## src/rtl/qkt_score_unit.sv

```systemverilog
// rtl/qkt_score_unit.sv - attention score stage computing S = Q x K^T over the shared result SRAM
// One Q row is held in a local buffer while every K row streams through the single read port.
module qkt_score_unit #(
  parameter int ADDR_W = 16,
  parameter int DATA_W = 32,
  parameter int MAX_D  = 64
) (
  input  logic              clk,
  input  logic              reset_n,
  input  logic              start,
  output logic              ready,
  output logic              err,
  input  logic [ADDR_W-1:0] q_base,
  input  logic [ADDR_W-1:0] k_base,
  input  logic [ADDR_W-1:0] s_base,
  input  logic [15:0]       num_rows,
  input  logic [15:0]       num_cols,
  output logic [ADDR_W-1:0] sram_read_address,
  input  logic [DATA_W-1:0] sram_read_data,
  output logic              sram_write_enable,
  output logic [ADDR_W-1:0] sram_write_address,
  output logic [DATA_W-1:0] sram_write_data
);
  localparam int CNT_W = $clog2(MAX_D + 1);
  localparam int IDX_W = (MAX_D > 1) ? $clog2(MAX_D) : 1;

  typedef enum logic [2:0] {
    S_IDLE, S_SKIP, S_LOAD_Q, S_MAC_K, S_WRITE_S, S_DONE
  } state_t;

  state_t            r_state, w_next;
  logic [ADDR_W-1:0] r_k_base, r_q_ptr, r_k_ptr, r_s_ptr;
  logic [15:0]       r_n, r_i, r_j;
  logic [CNT_W-1:0]  r_d, r_k;
  logic [IDX_W-1:0]  r_idx;
  logic [DATA_W-1:0] r_acc;
  logic              r_err;
  logic [DATA_W-1:0] r_qbuf [0:MAX_D-1];

  logic              w_accept, w_degen, w_too_wide, w_last_k, w_last_j, w_last_i;
  logic [DATA_W-1:0] w_prod;

  assign w_accept   = start && (r_state == S_IDLE);
  assign w_degen    = (num_rows == 16'd0) || (num_cols == 16'd0);
  assign w_too_wide = num_cols > 16'(MAX_D);
  assign w_last_k   = (r_k == r_d);
  assign w_last_j   = (r_j == r_n - 16'd1);
  assign w_last_i   = (r_i == r_n - 16'd1);
  assign w_prod     = r_qbuf[r_idx] * sram_read_data;

  assign ready              = (r_state == S_IDLE);
  assign err                = r_err;
  assign sram_read_address  = (r_state == S_MAC_K) ? r_k_ptr : r_q_ptr;
  assign sram_write_enable  = (r_state == S_WRITE_S);
  assign sram_write_address = r_s_ptr;
  assign sram_write_data    = r_acc;

  always_ff @(posedge clk or negedge reset_n) begin
    if (!reset_n) r_state <= S_IDLE;
    else          r_state <= w_next;
  end

  // Rejected jobs pass through S_SKIP so they still spend two cycles busy.
  always_comb begin
    w_next = r_state;
    case (r_state)
      S_IDLE:    if (w_accept) w_next = (w_degen || w_too_wide) ? S_SKIP : S_LOAD_Q;
      S_SKIP:    w_next = S_DONE;
      S_LOAD_Q:  if (w_last_k) w_next = S_MAC_K;
      S_MAC_K:   if (w_last_k) w_next = S_WRITE_S;
      S_WRITE_S: begin
        if (!w_last_j)      w_next = S_MAC_K;
        else if (!w_last_i) w_next = S_LOAD_Q;
        else                w_next = S_DONE;
      end
      S_DONE:    w_next = S_IDLE;
      default:   w_next = S_IDLE;
    endcase
  end

  always_ff @(posedge clk or negedge reset_n) begin
    if (!reset_n) begin
      r_k_base <= '0;
      r_q_ptr  <= '0;
      r_k_ptr  <= '0;
      r_s_ptr  <= '0;
      r_n      <= '0;
      r_i      <= '0;
      r_j      <= '0;
      r_d      <= '0;
      r_k      <= '0;
      r_idx    <= '0;
      r_acc    <= '0;
      r_err    <= 1'b0;
    end else begin
      case (r_state)
        S_IDLE: if (w_accept) begin
          r_err    <= !w_degen && w_too_wide;
          r_n      <= num_rows;
          r_d      <= num_cols[CNT_W-1:0];
          r_k_base <= k_base;
          r_i      <= '0;
          r_j      <= '0;
          r_k      <= '0;
          r_idx    <= '0;
          if (!w_degen && !w_too_wide) begin
            r_q_ptr <= q_base;
            r_k_ptr <= k_base;
            r_s_ptr <= s_base;
          end
        end
        S_LOAD_Q: begin
          if (!w_last_k) r_q_ptr <= r_q_ptr + 1'b1;
          if (r_k != '0) r_idx <= r_idx + 1'b1;
          r_k <= w_last_k ? '0 : r_k + 1'b1;
          if (w_last_k) begin
            r_idx <= '0;
            r_acc <= '0;
          end
        end
        S_MAC_K: begin
          // Read data lags its address by one cycle, so cycle k accumulates element k-1.
          if (!w_last_k) r_k_ptr <= r_k_ptr + 1'b1;
          if (r_k != '0) begin
            r_acc <= r_acc + w_prod;
            r_idx <= r_idx + 1'b1;
          end
          r_k <= w_last_k ? '0 : r_k + 1'b1;
          if (w_last_k) r_idx <= '0;
        end
        S_WRITE_S: begin
          r_s_ptr <= r_s_ptr + 1'b1;
          if (!w_last_j) begin
            r_j   <= r_j + 16'd1;
            r_acc <= '0;
          end else if (!w_last_i) begin
            r_i     <= r_i + 16'd1;
            r_j     <= '0;
            r_k_ptr <= r_k_base;
          end
        end
        default: ;
      endcase
    end
  end

  always_ff @(posedge clk) begin
    if (r_state == S_LOAD_Q && r_k != '0) r_qbuf[r_idx] <= sram_read_data;
  end

endmodule

```

## config.mk

```make
export PLATFORM = sky130hd
export DESIGN_NAME = qkt_score_unit
export DESIGN_NICKNAME = d
export VERILOG_FILES = /design/src/rtl/qkt_score_unit.sv
export SDC_FILE = /design/constraint.sdc
export NUM_CORES = 2
export LEC_CHECK = 0
export CORE_AREA = 2 2 421 423
export CTS_CLUSTER_SIZE = 30
export DETAILED_ROUTE_END_ITERATION = 8
export DIE_AREA = 0 0 423 425
export PLACE_DENSITY = 0.74
export SLEW_MARGIN = 20
export SYNTH_ARGS = -nofsm -noshare
export SYNTH_HDL_FRONTEND = slang
export SYNTH_SLANG_ARGS = --single-unit
```

## constraint.sdc

```tcl
create_clock -name clk -period 11.1 [get_ports clk]
set_input_delay 2.22 -clock clk [delete_from_list [all_inputs] [get_ports clk]]
set_output_delay 2.22 -clock clk [all_outputs]
set_load 0.1 [all_outputs]
```

==> run summary <==
Comb pwr share -> 0.279
peak supply drop -> 364 uV
multi-input logic area -> 35500 um2
FP Rows -> 154
Gate Count Post-Synth -> 7044
Min-Delay Path Class -> reg -> reg
endpoint type of the worst setup path -> flip-flop
routability cong. -> 0.975
DP HPWL -> 214000 um
PortBufs -> 181
clock tree buffer depth -> 3
Pre-Repair DR Iteration Count -> 7
count of different cell masters after synthesis -> 92
Mapped Avg Cell Area -> 14.9 um2
Synthesized Nets -> 7730
Pwr Density -> 191 nW/um2
minimum hold slack -> 0.469 ns
Slew Limit Fails -> 0
starting density of the core -> 0.598
setup violators final -> 0
Clock Sinks -> 2216
leading area contributor after synthesis -> edfxtp_1
All-Layer GR Usage -> 0.379
via count -> 68000
sequential share of the synthesized area -> 0.627
Final period util -> 0.983
ys flop type -> edfxtp_1
largest net degree at the start of global routing -> 113
sequential share of power -> 0.408
Max Cap Viol -> 0
htree depth -> 4
Slew HR -> 0.0655
WL/cell -> 34.5 um
full die area -> 180000 um2
#FFs+latches synth -> 2216
DRC -> 0
Final Power -> 22.4 mW
actual slew at the worst max-slew pin -> 1.39 ns
Async S/R FF share, synth -> 0.0758
Layout area overhead -> 12.1%
GRT overflow -> 0
Util after Layout -> 0.670
Hold-fix buffers, CTS -> 0
core box area -> 175000 um2
Leak -> 41.4 nW
1st-iter DRT viols -> 11600
root buffer cell -> clkbuf_16
top cell type's share of synthesized area -> 0.587
crit-path max FO -> 68
# fillers -> 11900
Seq. cell area -> 65700 um2
share of layout cells above drive strength 1 -> 0.145
EDFF count, synth -> 2048
Avg Vias per Cell -> 6.88
clock share of power -> 0.313
total CTS buffers -> 213
synth warn -> 0
cell mode on critical path -> fa_1
Worst-Skew Late Latency -> 0.87 ns
Data arrival, critical path -> 11.63 ns
vias in the first global route -> 67100
Worst Path Class, Setup -> reg -> reg
endpoints failing hold -> 0
CP peak stage delay -> 0.77 ns
IO Pins -> 182
Worst-path clk slew -> 0.06 ns
Power Internal -> 15.7 mW
Switching Share -> 0.297
CP Launch Type -> flip-flop
post-route setup TNS -> 0 ns
most instantiated cells after synthesis -> 2048 x edfxtp_1, 579 x nand2_1, 532 x inv_1
critical path's slowest cell -> dfrtp_4
global-route wire length before repair -> 483000 um
most frequent cell after synthesis -> edfxtp_1
synth top area cells -> edfxtp_1 59%, fa_1 8.4%, dfrtp_1 4.0%
nets@finish -> 8047
DRT Wirelength -> 341000 um
status -> finished clean
RSZ-0062 raised after global routing -> no
P_sw -> 6.66 mW
Die W -> 423 um
Fmax -> 0.0916 GHz
synthesized area -> 105000 um2
CTS tree -> built
Die Y-Extent -> 425 um
antenna violations before repair -> 32
post-route minimum period -> 10.91 ns
Routed Antenna Nets -> 0
Clock Skew -> 0.0576 ns
Worst EP required -> 11.81 ns
-- repair_timing --
item                                    in CTS  in global routing
endpoints found under the setup margin       0                  4
resized for setup                            0                  2
buffers inserted                             0                  2
-- final timing paths --
path                                                       to  cells past startpoint  slack [ns]                 start
setup / recovery              sram_write_data[31]$_DFFE_PN0P_                     32        0.19  r_idx[2]$_DFFE_PN0P_
hold / removal                                err$_DFFE_PN0P_                      2        0.47       err$_DFFE_PN0P_
setup reg to reg              sram_write_data[31]$_DFFE_PN0P_                     32        0.19  r_idx[2]$_DFFE_PN0P_
hold reg to reg                               err$_DFFE_PN0P_                      2        0.47       err$_DFFE_PN0P_
max in group asynchronous                r_idx[0]$_DFFE_PN0P_                      2        8.18               reset_n
min in group asynchronous  sram_write_address[10]$_DFFE_PN0P_                      1        1.47               reset_n
-- layer usage --
metal | routed length (um) | global-route usage | share of wire | vias up
li1 | - | - | - | 26800
met1 | 114000 | 0.482 | 0.34 | 33900
met2 | 146000 | 0.553 | 0.43 | 5833
met3 | 52500 | 0.139 | 0.15 | 1358
met4 | 27300 | 0.246 | 0.080 | 32
met5 | 529 | 0.00635 | 0.0016 | -
-- worst max-delay path: cells and delay by family, from the launching register on --
family,cells,cell delay (ns)
XOR/XNOR,1,0.16
AND/OR/NAND/NOR,5,1.47
flip-flops,1,0.77
buffers and inverters,8,1.09
adder cells (fa/ha/maj),9,4.37
multiplexers,1,0.35
AO/OA/AOI/OAI,8,2.42
-- power groups by stage --
stage	sequential (mW)	combinational (mW)	clock (mW)
finish	9.14	6.25	7.00
floorplan	9.39	4.39	0
global placement	9.32	6.11	0
detailed placement	9.32	6.20	0
global route	9.14	7.01	7.33
CTS	9.14	6.25	7.01
-- registers in the layout (all words and copies together) (netlist names), 7 cells and up --
register / flops
r_q_ptr: 16
r_qbuf: 2048
r_k: 7
r_d: 7
r_i: 16
r_j: 16
r_k_base: 16
sram_write_address: 16
r_k_ptr: 16
r_n: 16
sram_write_data: 32
-- cell families (layout without fill, tap and decap cells) --
logic type / after synthesis / count (layout) / share of synthesized area
AO/OA/AOI/OAI: 1179 / 1179 / 0.0802
XOR/XNOR: 146 / 146 / 0.0146
adder cells (fa/ha/maj): 571 / 571 / 0.0995
buffers and inverters: 956 / 1444 / 0.0404
flip-flops: 2216 / 2216 / 0.627
multiplexers: 508 / 508 / 0.0692
other: 0 / 13 / 0
AND/OR/NAND/NOR: 1468 / 1468 / 0.0691
-- cell type report --
class | instances | share of cell area
sequential | 2216 | 0.559
multi-input combinational | 3872 | 0.302
clock buffer | 260 | 0.0472
timing repair buffer | 523 | 0.0396
tap | 2340 | 0.0249
inverter | 535 | 0.0172
clock inverter | 126 | 0.00928
antenna | 13 | 0.000277
-- per-stage QoR --
step                      worst slack (ns)  std cells  area (um2)
final                                0.186       9885      118000
after global routing                0.0647       9876      118000
after CTS                            0.165       9868      117000
after detailed placement             0.204       9482      111000
after global placement               0.247       9482      111000
after floorplan                       1.91       7044      105000
-- cells in the final DEF (no fill, tap or decap), types with 47 or more instances in the layout --
master,instances
edfxtp_1,2048
nand2_1,577
inv_1,531
fa_1,438
buf_4,317
clkbuf_16,215
mux2i_1,206
o21ai_0,191
a22oi_1,183
a21oi_1,176
a221oi_1,175
dfrtp_1,165
mux4_2,158
nor2_1,157
and2_1,149
clkdlybuf4s50_1,148
nor2b_1,140
mux2_2,137
ha_1,133
nand2b_1,111
o22ai_1,98
xnor2_1,87
nor2_4,67
clkinv_1,55
nand3_1,54
a221o_1,49
a22o_1,47
Power figures use the tool's default switching activity.
